### config.mk
export PLATFORM = sky130hd
export DESIGN_NAME = bcd_time_counter
export DESIGN_NICKNAME = d
export VERILOG_FILES = /design/src/rtl/bcd_time_counter.sv
export SDC_FILE = /design/constraint.sdc
export NUM_CORES = 1
export LEC_CHECK = 0
export CAP_MARGIN = 20
export CORE_ASPECT_RATIO = 0.8
export CORE_MARGIN = 3
export CORE_UTILIZATION = 25
export CTS_BUF_LIST = sky130_fd_sc_hd__clkbuf_8 sky130_fd_sc_hd__clkbuf_16
export CTS_CLUSTER_SIZE = 20
export DETAILED_ROUTE_END_ITERATION = 10
export DONT_BUFFER_PORTS = 1
export PLACE_DENSITY_LB_ADDON = 0.12
export SLEW_MARGIN = 5
export SYNTH_ARGS = -nofsm -noshare
export SYNTH_HDL_FRONTEND = slang
export SYNTH_SLANG_ARGS = --single-unit
### constraint.sdc
create_clock -name clk -period 5.15 [get_ports clk]
set_clock_uncertainty 0.15 [all_clocks]
set_input_delay 0.2575 -clock clk [delete_from_list [all_inputs] [get_ports clk]]
set_output_delay 0.2575 -clock clk [all_outputs]
set_load 0.005 [all_outputs]
### src/rtl/bcd_time_counter.sv
// BCD HH:MM:SS time-of-day counter with seconds prescaler, run enable, 12/24-hour mode and validated load.
// Optional alarm comparator is included when the ALARM_EN macro is defined.
module bcd_time_counter #(
    parameter int unsigned CLK_PER_SEC = 50_000_000,
    parameter bit          HR24        = 1'b1,
    parameter int unsigned PRE_W       = 26
) (
    input  logic       clk,
    input  logic       reset,
    input  logic       en,
    input  logic       load,
    input  logic [3:0] ld_hr_tens,
    input  logic [3:0] ld_hr_ones,
    input  logic [3:0] ld_min_tens,
    input  logic [3:0] ld_min_ones,
    input  logic [3:0] ld_sec_tens,
    input  logic [3:0] ld_sec_ones,
    input  logic       ld_pm,
`ifdef ALARM_EN
    input  logic [3:0] al_hr_tens,
    input  logic [3:0] al_hr_ones,
    input  logic [3:0] al_min_tens,
    input  logic [3:0] al_min_ones,
    input  logic       al_pm,
    input  logic       al_arm,
    output logic       alarm_hit,
`endif
    output logic [3:0] hr_tens,
    output logic [3:0] hr_ones,
    output logic [3:0] min_tens,
    output logic [3:0] min_ones,
    output logic [3:0] sec_tens,
    output logic [3:0] sec_ones,
    output logic       pm,
    output logic       sec_tick,
    output logic       min_tick,
    output logic       day_tick,
    output logic       load_err
);

    localparam logic [PRE_W-1:0] PRE_MAX     = PRE_W'(CLK_PER_SEC - 1);
    localparam logic [3:0]       RST_HR_TENS = HR24 ? 4'd0 : 4'd1;
    localparam logic [3:0]       RST_HR_ONES = HR24 ? 4'd0 : 4'd2;

    logic [PRE_W-1:0] pre;
    logic             tick_int;
    logic             ld_valid;

    logic [3:0] n_hr_tens, n_hr_ones, n_min_tens, n_min_ones, n_sec_tens, n_sec_ones;
    logic       n_pm;
    logic       n_min_wrap;
    logic       n_day_wrap;

    assign tick_int = en && (pre == PRE_MAX);

    // Load digit validation; hour range depends on the clock mode
    always_comb begin
        ld_valid = (ld_sec_tens <= 4'd5) && (ld_sec_ones <= 4'd9) &&
                   (ld_min_tens <= 4'd5) && (ld_min_ones <= 4'd9);
        if (HR24) begin
            ld_valid = ld_valid &&
                       (((ld_hr_tens <= 4'd1) && (ld_hr_ones <= 4'd9)) ||
                        ((ld_hr_tens == 4'd2) && (ld_hr_ones <= 4'd3)));
        end else begin
            ld_valid = ld_valid &&
                       (((ld_hr_tens == 4'd0) && (ld_hr_ones >= 4'd1) && (ld_hr_ones <= 4'd9)) ||
                        ((ld_hr_tens == 4'd1) && (ld_hr_ones <= 4'd2)));
        end
    end

    // Time one second ahead of the current registers
    always_comb begin
        n_hr_tens  = hr_tens;
        n_hr_ones  = hr_ones;
        n_min_tens = min_tens;
        n_min_ones = min_ones;
        n_sec_tens = sec_tens;
        n_sec_ones = sec_ones;
        n_pm       = pm;
        n_min_wrap = 1'b0;
        n_day_wrap = 1'b0;

        if (sec_ones != 4'd9) begin
            n_sec_ones = sec_ones + 4'd1;
        end else begin
            n_sec_ones = 4'd0;
            if (sec_tens != 4'd5) begin
                n_sec_tens = sec_tens + 4'd1;
            end else begin
                n_sec_tens = 4'd0;
                n_min_wrap = 1'b1;
                if (min_ones != 4'd9) begin
                    n_min_ones = min_ones + 4'd1;
                end else begin
                    n_min_ones = 4'd0;
                    if (min_tens != 4'd5) begin
                        n_min_tens = min_tens + 4'd1;
                    end else begin
                        n_min_tens = 4'd0;
                        if (HR24) begin
                            if ((hr_tens == 4'd2) && (hr_ones == 4'd3)) begin
                                n_hr_tens  = 4'd0;
                                n_hr_ones  = 4'd0;
                                n_day_wrap = 1'b1;
                            end else if (hr_ones == 4'd9) begin
                                n_hr_tens = hr_tens + 4'd1;
                                n_hr_ones = 4'd0;
                            end else begin
                                n_hr_ones = hr_ones + 4'd1;
                            end
                        end else begin
                            // 12 rolls to 01; 11 rolls to 12 and flips AM/PM
                            if ((hr_tens == 4'd1) && (hr_ones == 4'd2)) begin
                                n_hr_tens = 4'd0;
                                n_hr_ones = 4'd1;
                            end else if ((hr_tens == 4'd1) && (hr_ones == 4'd1)) begin
                                n_hr_ones  = 4'd2;
                                n_pm       = ~pm;
                                n_day_wrap = pm;
                            end else if (hr_ones == 4'd9) begin
                                n_hr_tens = hr_tens + 4'd1;
                                n_hr_ones = 4'd0;
                            end else begin
                                n_hr_ones = hr_ones + 4'd1;
                            end
                        end
                    end
                end
            end
        end
    end

`ifdef ALARM_EN
    logic al_match;

    assign al_match = al_arm &&
                      (n_hr_tens == al_hr_tens) && (n_hr_ones == al_hr_ones) &&
                      (n_min_tens == al_min_tens) && (n_min_ones == al_min_ones) &&
                      (HR24 || (n_pm == al_pm));
`endif

    // State update: reset beats load, load beats the second advance
    always_ff @(posedge clk) begin
        if (reset) begin
            pre      <= '0;
            hr_tens  <= RST_HR_TENS;
            hr_ones  <= RST_HR_ONES;
            min_tens <= 4'd0;
            min_ones <= 4'd0;
            sec_tens <= 4'd0;
            sec_ones <= 4'd0;
            pm       <= 1'b0;
            sec_tick <= 1'b0;
            min_tick <= 1'b0;
            day_tick <= 1'b0;
            load_err <= 1'b0;
`ifdef ALARM_EN
            alarm_hit <= 1'b0;
`endif
        end else begin
            sec_tick <= 1'b0;
            min_tick <= 1'b0;
            day_tick <= 1'b0;
            load_err <= 1'b0;
`ifdef ALARM_EN
            alarm_hit <= 1'b0;
`endif
            if (load) begin
                if (ld_valid) begin
                    pre      <= '0;
                    hr_tens  <= ld_hr_tens;
                    hr_ones  <= ld_hr_ones;
                    min_tens <= ld_min_tens;
                    min_ones <= ld_min_ones;
                    sec_tens <= ld_sec_tens;
                    sec_ones <= ld_sec_ones;
                    pm       <= HR24 ? 1'b0 : ld_pm;
                end else begin
                    load_err <= 1'b1;
                end
            end else if (en) begin
                if (tick_int) begin
                    pre      <= '0;
                    hr_tens  <= n_hr_tens;
                    hr_ones  <= n_hr_ones;
                    min_tens <= n_min_tens;
                    min_ones <= n_min_ones;
                    sec_tens <= n_sec_tens;
                    sec_ones <= n_sec_ones;
                    pm       <= n_pm;
                    sec_tick <= 1'b1;
                    min_tick <= n_min_wrap;
                    day_tick <= n_day_wrap;
`ifdef ALARM_EN
                    alarm_hit <= n_min_wrap && al_match;
`endif
                end else begin
                    pre <= pre + PRE_W'(1);
                end
            end
        end
    end

endmodule
==> results of run 1 <==
critical path: cells and delay by family (launching register included):
family	cells	cell delay (ps)
and+or+nand+nor	3	1460
AOI/OAI and AO/OA	2	720
DFF	1	380
adders and majority gates	1	240
cells in the final DEF, fill, tap and decap left out, types with 3 or more instances in the layout:
cell / n
dfxtp_1: 54
a21oi_1: 45
nand2_1: 35
o31ai_1: 22
nand3_1: 21
or4_1: 19
nor2_1: 17
inv_1: 11
and3_1: 11
nor3_1: 11
ha_1: 9
o21ai_0: 8
o32ai_1: 7
or3_1: 6
a22oi_1: 5
nor2b_1: 5
a221oi_1: 5
clkbuf_16: 5
and4_1: 4
nand4_1: 4
mux2i_1: 4
nand3_2: 3
nor3b_1: 3
and2_1: 3
a211o_1: 3
dlygate4sd3_1: 3
final cells by class:
cell class	instances	area, um^2	area share, %
Clock inverter	3	37.5	1.05
Timing Repair Buffer	5	65.1	1.82
Clock buffer	5	125	3.51
Inverter	9	33.8	0.947
Multi-Input combinational cell	304	2010	56.4
Sequential cell	54	1080	30.3
Tap cell	171	214	6.00
power groups by stage:
stage          sequential [W]  combinational (W)  clock (W)
6_report             0.000421          0.0000425   0.000396
5_1_grt              0.000421          0.0000468   0.000418
3_3_place_gp         0.000431          0.0000354          0
3_5_place_dp         0.000431          0.0000358          0
2_1_floorplan        0.000430          0.0000338          0
4_1_cts              0.000421          0.0000402   0.000405
worst min path at each step:
stage	startpoint	to	slack [ps]
after floorplan	ld_sec_ones[0]	sec_ones[0]$_SDFFE_PP0P_	300
after global placement	reset	sec_ones[0]$_SDFFE_PP0P_	180
after detailed placement	reset	min_ones[3]$_SDFFE_PP0P_	180
after CTS	load	sec_ones[0]$_SDFFE_PP0P_	7
after global routing	reset	sec_ones[2]$_SDFFE_PP0P_	40
final	load	sec_ones[0]$_SDFFE_PP0P_	30
stage by stage:
stage	cells	util (%)	total power (W)	setup slack [ps]	hold WS (ps)
finish	551	28.8	0.000859	2100	31.2
detailed placement	539	27.0	0.000466	2140	182
global route	551	28.8	0.000886	1910	44.4
global placement	539	27.0	0.000466	2210	184
CTS	550	28.6	0.000866	2120	7.15
floorplan	393	-	0.000464	2980	295
repair_timing:
action	CTS	global route
endpoints found under the hold margin	19	0
hold buffers	3	0
resized for setup	0	0
cell families after synthesis:
family                     Yosys count  synth area share [%]
muxes                                4                  1.24
buffers and inverters               35                  4.35
adders and majority gates            9                  3.50
DFF                                 54                  33.6
xor gates and xnor gates             3                 0.817
and+or+nand+nor                    162                  30.0
AOI/OAI and AO/OA                  125                  26.4
other                                1                 0.117
flip-flops by register name (all words and copies together), names as in the netlist, 4 cells and up:
name / count
min_tens: 4
sec_tens: 4
min_ones: 4
pre: 26
sec_ones: 4
hr_tens: 4
hr_ones: 4
metal layers:
layer  share of wire (%)  GRT usage, %  up-vias
li1                    -             -     1499
met1                  52          20.9     1483
met2                  42          19.8       70
met3                 4.9          2.99        7
met4                0.83          2.67        0
met5                   0             0        -
==> results.toml, run 1 <==
[status]
status = "finished, final reports clean"

[setup_path]
critical-path-max-stage-delay_ps = 590
crit_type = "flop to flop"
reg2regPathDepth = 6
critPathRequiredTime_ps = 5200
setup.worst_path.end = "hr_tens[2]$_SDFFE_PP0P_"
reg2reg_from = "pre[0]$_SDFFE_PP0P_"
critPathSlowestCell = "nand4_1"
r2r_end = "hr_tens[2]$_SDFFE_PP0P_"
endpoint_kind = "flop"
ff2ff_setup_slack_ps = 2100
crit_path_start = "pre[0]$_SDFFE_PP0P_"
crit_fanout = 11
cp_cell_sequence = "ha_1 -> nand4_2 -> nor4_4 -> nand4_1 -> a21bo_2 -> o32ai_1"
cp-start-kind = "flop"
arrival_ps = 3100

[yosys]
synth_edf_count = 0
syn_inst = 393
seq_area_frac_synth_pct = 33.6
synthArstFlopShare_pct = 0
syn-cell-area_um2 = 3220
synth_nets = 431
avgSynthCellArea_um2 = 8.19
synth_most_common_cell = "dfxtp_1"
synthTopCellsByCount = "54 x dfxtp_1, 45 x a21oi_1, 35 x nand2_1, 22 x o31ai_1, 21 x nand3_1"
synth_ff_type = "dfxtp_1"
ys_types = 65
synth_area_leader_cell = "dfxtp_1"
synth_top_cell_area_share_pct = 33.6
synth.area.top_cells = "dfxtp_1 34%, a21oi_1 7.0%, o31ai_1 5.1%, or4_1 4.4%, nand2_1 4.1%"
synth_seq_cells = 54
yosysWarnings = 0

[power]
p_sw_share_pct = 23.2
pwr-share-comb_pct = 4.9
p_leak_nw = 1.13
p_per_area_nw_per_um2 = 241
seq_power_share_pct = 49.0
ir_drop_v = 0.000206
clkPwrFrac_pct = 46.1
p_sw_w = 0.000199
internal_power_w = 0.000660

[timing]
tns_ps = 0
max_slew_margin_pct = 36.3
slew_viol_final = 0
rsz0062_at_grt = "false"
finalHoldViolCount = 0
clock.fmax_mhz = 328
worstMarginPinSlew_ps = 953
finalCritPeriodShare_pct = 59.2
period_minus_slack_ps = 3050
setup_viol = 0

[grt]
antenna_found_initial = 0
grt_pass1_vias = 2821
overflow = 0
grt_pass1_wl_um = 16100
grt_max_degree = 51
grt_usage_pct = 13.8

[cts]
htreeDepth = 2
cts.sinks = 54
postCtsSetupBuffers = 0
cts_tree = "yes"
cts_made_buffers = 5
root_buffer = "clkbuf_16"
clockBufferDepth = 2
clock_latency_ps = 290
clk_pin_slew_ps = 80

[detailed_routing]
detail-route-antenna-nets = 0
dr.pass1.iters = 4
vias = 3059
drt_wl_total_um = 10100
routed_via_density = 5.55
wl_per_cell_um = 18.4
drt_iter0_markers = 272
drc = 0

[flow_run]
drv_cap = 0

[die]
die_w_um = 133
pin_count = 58
row_count = 36
die_y_um = 107
die_area_um2 = 14300
start_util_pct = 26.0
core-area_um2 = 12400

[placement]
gp_congestion = 0.815
port_buffers = 0
dpl_cell_area_um2 = 3350
dp_hpwl_um = 6840

[min_path]
worst_hold_path_type = "input port to flop"
min_path_cells = 2

[finish]
antenna_cells = 0
area_delta_synth_final_pct = 10.9
drive_gt1_share_pct = 5.79
fin_area_um2 = 3570
nets = 417
fillers = 1326
Note: power is estimated with default switching activity, not from simulation.
==> run 2, diff against run 1 <==
==> constraint.sdc (replaced) <==
create_clock -name clk -period 2.5 [get_ports clk]
set_clock_uncertainty 0.15 [all_clocks]
set_input_delay 0.125 -clock clk [delete_from_list [all_inputs] [get_ports clk]]
set_output_delay 0.125 -clock clk [all_outputs]
set_load 0.005 [all_outputs]
==> results.toml, run 2 (synthesized netlist as in run 1, its figures left out) <==
[status]
status = "finished, final reports clean"

[setup_path]
cp_cell_sequence = "nor4bb_1 -> and4_1 -> nand4_1 -> buf_4 -> a21bo_2 -> o32ai_1"
cp-start-kind = "flop"
critPathTopFamily = "simple AND/OR/NAND/NOR gates"
critPathSlowestCell = "nor4bb_1"
endpoint_kind = "flop"
reg2regPathDepth = 6
crit_path_start = "min_ones[3]$_SDFFE_PP0P_"
crit_type = "flop to flop"
critical-path-max-stage-delay_ps = 520
crit_cells = 6
arrival_ps = 2380
critPathRequiredTime_ps = 2560
critPathBufInv = 1
crit_fanout = 11
reg2reg_from = "min_ones[3]$_SDFFE_PP0P_"

[power]
clkPwrFrac_pct = 44.8
pwr-share-comb_pct = 7.1
internal_power_w = 0.00139
p_per_area_nw_per_um2 = 460
ir_drop_v = 0.000364
p_leak_nw = 1.31
p_total_w = 0.00180
seq_power_share_pct = 48.1
p_sw_w = 0.000413
p_sw_share_pct = 22.9

[placement]
gp_congestion = 0.768
dp.cells = 560
port_buffers = 0
dp_hpwl_um = 7160
dp_worst_setup_slack_ps = 244

[cts]
postCtsSetupBuffers = 0
htreeDepth = 2
root_buffer = "clkbuf_16"
cts_made_buffers = 5
clockBufferDepth = 2
cts.sinks = 54
clock_latency_ps = 300
cts_tree = "yes"
clk_pin_slew_ps = 80

[grt]
overflow = 0
grt_usage_pct = 14.4
grt_pass1_wl_um = 16600
antenna_found_initial = 0
grt_max_degree = 40
grt_pass1_vias = 3031

[timing]
slew_viol_final = 0
period_minus_slack_ps = 2320
clock.fmax_mhz = 430
max_slew_margin_pct = 36.7
finalCritPeriodShare_pct = 93.0
setup_viol = 0
rsz0062_at_grt = "false"
worstMarginPinSlew_ps = 946
tns_ps = 0
layout_setup_ws_ps = 175
finalHoldViolCount = 0

[finish]
final_common_cell = "dfxtp_1"
layout_common_cells = "54 x dfxtp_1, 45 x a21oi_1, 35 x nand2_1"
nets = 456
largest_reg_flops = 26
antenna_cells = 0
regMostFlops = "pre"
drive_gt1_share_pct = 10.7
area_delta_synth_final_pct = 21.6
fillers = 1319
final_cells = 590

[die]
die_y_um = 107
row_count = 36
core-area_um2 = 12400
start_util_pct = 26.0
die_area_um2 = 14300
die_w_um = 133
pin_count = 58

[detailed_routing]
detail-route-antenna-nets = 0
routed_via_density = 5.50
wl_per_cell_um = 17.6
drt_wl_total_um = 10400
vias = 3247
dr.pass1.iters = 5
drc = 0
drt_iter0_markers = 294

[min_path]
min_path_cells = 4
worst_hold_path_type = "input port to flop"
hp-start = "load"

[flow_run]
drv_cap = 0
## run 2: worst paths after layout
kind | slack (ps) | endpoint
worst min-delay path | 20 | min_ones[2]$_SDFFE_PP0P_
worst min register to register | 350 | pre[25]$_SDFFE_PP0P_
worst max register to register | 180 | hr_tens[3]$_SDFFE_PP0P_
worst max-delay path | 180 | hr_tens[3]$_SDFFE_PP0P_
## run 2: repair_timing
| item | CTS | global route |
|---|---|---|
| endpoints found under the hold margin | 26 | 0 |
| hold buffers | 22 | 0 |
| gates resized for setup | 0 | 0 |
| endpoints found under the setup margin | 0 | 0 |
## run 2: worst register-to-register path, delay by kind of cell (launching register included)
family                 cells  cell delay (ps)
and+or+nand+nor            3              910
AOI/OAI and AO/OA          2              530
DFF                        1              450
buffers and inverters      1              200
## run 2: cell type report
class	instances	area, um^2	share of cell area (%)
clock buffer	5	125	3.20
clock inverter	3	40.0	1.02
tap	171	214	5.47
multi-input combinational	304	2010	51.4
inverter	9	33.8	0.863
sequential	54	1080	27.6
timing repair buffer	44	408	10.4
## run 2: per-stage QoR
stage	area, um^2	hold WS (ps)	util (%)
detailed placement	3520	49.8	28.4
floorplan	3220	163	-
finish	3910	15.2	31.6
CTS	3910	8.34	31.6
global placement	3520	48.7	28.4
global route	3910	25.8	31.6
## run 2: power by group through the flow
stage               clock network, W  registers (W)  logic [W]
floorplan                          0       0.000886  0.0000696
global placement                   0       0.000887  0.0000832
detailed placement                 0       0.000887  0.0000837
CTS                         0.000845       0.000866   0.000130
global route                0.000866       0.000867   0.000143
finish                      0.000806       0.000866   0.000128
## run 2: per-layer routing
layer  up-vias  wire [um]  track usage [%]
li1       1580          -                -
met1      1563       5360             22.3
met2        92       4320             19.5
met3        12        567             3.41
met4         0        142             3.78
met5         -          0                0
==> run 3, diff against run 2 <==
--- a/config.mk
+++ b/config.mk
@@ -5,6 +5,7 @@
 export SDC_FILE = /design/constraint.sdc
 export NUM_CORES = 1
 export LEC_CHECK = 0
+export ABC_AREA = 1
 export CAP_MARGIN = 20
 export CORE_ASPECT_RATIO = 0.8
 export CORE_MARGIN = 3
==> results.toml, run 3 <==
[setup_path]
crit_fanout = 7
reg2reg_from = "pre[0]$_SDFFE_PP0P_"
critPathRequiredTime_ps = 2550
cp-start-kind = "flop"
endpoint_kind = "flop"
arrival_ps = 2350
r2r_end = "sec_tens[1]$_SDFFE_PP0P_"
crit_type = "flop to flop"
ff2ff_setup_slack_ps = 200
reg2regPathDepth = 9

[grt]
grt_usage_pct = 13.7
met1_usage_pct = 20.7
grtUsageMet3_pct = 3.71
overflow = 0
busiest_layer = "met1"
antenna_found_initial = 0
use_met2_pct = 19.1
grt_pass1_vias = 3320
grt_pass1_wl_um = 17400
grt_max_degree = 28

[timing]
slew_viol_final = 0
finalHoldViolCount = 1
layout_setup_ws_ps = 197
setup_viol = 0
rsz0062_at_grt = "false"
clock.fmax_mhz = 434
period_minus_slack_ps = 2300
finalCritPeriodShare_pct = 92.1
max_slew_margin_pct = 44.9
holdWs_ps = -3.47
tns_ps = 0
worstMarginPinSlew_ps = 824

[placement]
port_buffers = 0
dp_worst_setup_slack_ps = 427
gp_congestion = 0.792
dp_hpwl_um = 7960

[yosys]
synth_seq_cells = 54
synth_top_cell_area_share_pct = 30.7
seq_area_frac_synth_pct = 30.7
syn_inst = 572
synth_nets = 610
syn-cell-area_um2 = 3520
synth_ff_type = "dfxtp_1"
synth_most_common_cell = "nand2_1"
ys_types = 36
yosysWarnings = 0
synth_edf_count = 0
synth_area_leader_cell = "dfxtp_1"
synthArstFlopShare_pct = 0
synthTopCellsByCount = "139 x nand2_1, 121 x nor2_1, 56 x inv_1, 54 x dfxtp_1, 45 x nand3_1"
synth.area.top_cells = "dfxtp_1 31%, nand2_1 15%, nor2_1 13%, nand3_1 6.4%, inv_1 6.0%"
avgSynthCellArea_um2 = 6.15

[cts]
postCtsSetupBuffers = 0
htreeDepth = 2
clock_latency_ps = 300
clockBufferDepth = 2
clk_pin_slew_ps = 70
cts.sinks = 54
cts_made_buffers = 5
cts_tree = "yes"
root_buffer = "clkbuf_16"

[min_path]
min_to = "sec_tick$_SDFF_PP0_"
hp-start = "en"
worst_hold_path_type = "input port to flop"
min_path_cells = 4

[power]
clkPwrFrac_pct = 38.6
p_per_area_nw_per_um2 = 445
seq_power_share_pct = 49.9
pwr-share-comb_pct = 11.5
p_leak_nw = 1.57
p_sw_w = 0.000492
internal_power_w = 0.00132
ir_drop_v = 0.000236
p_sw_share_pct = 27.2

[detailed_routing]
detail-route-antenna-nets = 0
drc = 0
vias = 3465
drt_iter0_markers = 178
drt_wl_total_um = 10600
wl_per_cell_um = 13.8
routed_via_density = 4.49
dr.pass1.iters = 6

[finish]
nets = 629
regMostFlops = "pre"
drive_gt1_share_pct = 7.11
area_delta_synth_final_pct = 15.6
largest_reg_flops = 26
final_common_cell = "nand2_1"
layout_common_cells = "139 x nand2_1, 121 x nor2_1, 57 x inv_1"
antenna_cells = 0

[die]
die_y_um = 112
start_util_pct = 25.8
die_w_um = 139
pin_count = 58
row_count = 38
die_area_um2 = 15500
core-area_um2 = 13600

[status]
status = "finished with violations"
violations = "negative hold slack"

[flow_run]
drv_cap = 0
-- run 3: cell count changes after synthesis, moves of 8 or more --
| cell | before | now |
|---|---|---|
| nand2_1 | 35 | 139 |
| o31ai_1 | 22 | 0 |
| and3_1 | 11 | 1 |
| a21oi_1 | 45 | 22 |
| or4_1 | 19 | 1 |
| nand4_1 | 4 | 13 |
| inv_1 | 9 | 56 |
| clkbuf_1 | 18 | 5 |
| nand3_1 | 21 | 45 |
| o21ai_0 | 8 | 31 |
| xor2_1 | 1 | 9 |
| nor2_1 | 17 | 121 |
-- run 3: layout make-up --
class,instances,area [um^2]
inverters,61,231
fillers,1509,9580
flip-flops and latches,54,1080
clock inverters,2,11.3
clock buffers,5,125
multi-input cells,439,2110
well taps,180,225
repair buffers,30,283
-- run 3: per-stage QoR --
step | instance area [um^2] | utilization [%] | std cells | total power (W) | hold slack [ps]
after CTS | 4050 | 29.7 | 770 | 0.00185 | 3.07
after global placement | 3710 | 27.2 | 743 | 0.00109 | 49.3
after global routing | 4070 | 29.8 | 771 | 0.00191 | 28.9
after floorplan | 3520 | - | 572 | 0.00105 | 44.1
after detailed placement | 3710 | 27.2 | 743 | 0.00109 | 49.5
final | 4070 | 29.8 | 771 | 0.00181 | -3.47
-- run 3: logic make-up (layout without fill, tap and decap cells) --
| logic type | after synthesis | count (layout) | share of synthesized area (%) |
|---|---|---|---|
| AO/OA/AOI/OAI | 64 | 64 | 9.71 |
| XOR/XNOR | 13 | 13 | 3.24 |
| adder cells (fa/ha/maj) | 9 | 9 | 3.20 |
| buffers and inverters | 79 | 98 | 9.46 |
| flip-flops | 54 | 54 | 30.7 |
| other | 1 | 1 | 0.107 |
| AND/OR/NAND/NOR | 352 | 352 | 43.6 |
-- run 3: routing by layer --
| metal | routed length (um) | part of all wire, % |
|---|---|---|
| met5 | 0 | 0 |
| met4 | 163 | 1.5 |
| met3 | 530 | 5.0 |
| met2 | 3980 | 37 |
| met1 | 5960 | 56 |
-- run 3: what timing repair did --
action,CTS,global route
endpoints found under the setup margin,0,1
hold buffers,20,0
gates resized for setup,0,1
endpoints found under the hold margin,32,0
-- run 3: how the worst max path moves through the flow --
stage | from | end | slack [ps] | depth (start not counted)
final | pre[0]$_SDFFE_PP0P_ | sec_tens[1]$_SDFFE_PP0P_ | 200 | 9
after global placement | pre[0]$_SDFFE_PP0P_ | pre[22]$_SDFFE_PP0P_ | 470 | 8
after global routing | pre[5]$_SDFFE_PP0P_ | sec_tens[1]$_SDFFE_PP0P_ | 20 | 10
after detailed placement | pre[0]$_SDFFE_PP0P_ | pre[22]$_SDFFE_PP0P_ | 430 | 8
after CTS | pre[0]$_SDFFE_PP0P_ | sec_tens[1]$_SDFFE_PP0P_ | 100 | 9
after floorplan | min_tens[0]$_SDFFE_PP0P_ | hr_tens[0]$_SDFFE_PP0P_ | 760 | 9
-- run 3: critical path, stage by stage, from the launching register on --
cell	delay, ps
dfxtp_1	400
ha_1	320
nand2_1	100
nor2_2	120
nand2_2	80
nand2_4	120
nand3_2	160
nand2_1	100
a21oi_1	50
dlygate4sd3_1	580
-- run 3: power groups by stage --
| stage | Combinational (W) | Sequential, W | Clock, W |
|---|---|---|---|
| floorplan | 0.000138 | 0.000916 | 0 |
| global route | 0.000237 | 0.000908 | 0.000769 |
| CTS | 0.000206 | 0.000904 | 0.000738 |
| finish | 0.000208 | 0.000904 | 0.000699 |
| detailed placement | 0.000167 | 0.000925 | 0 |
| global placement | 0.000166 | 0.000924 | 0 |
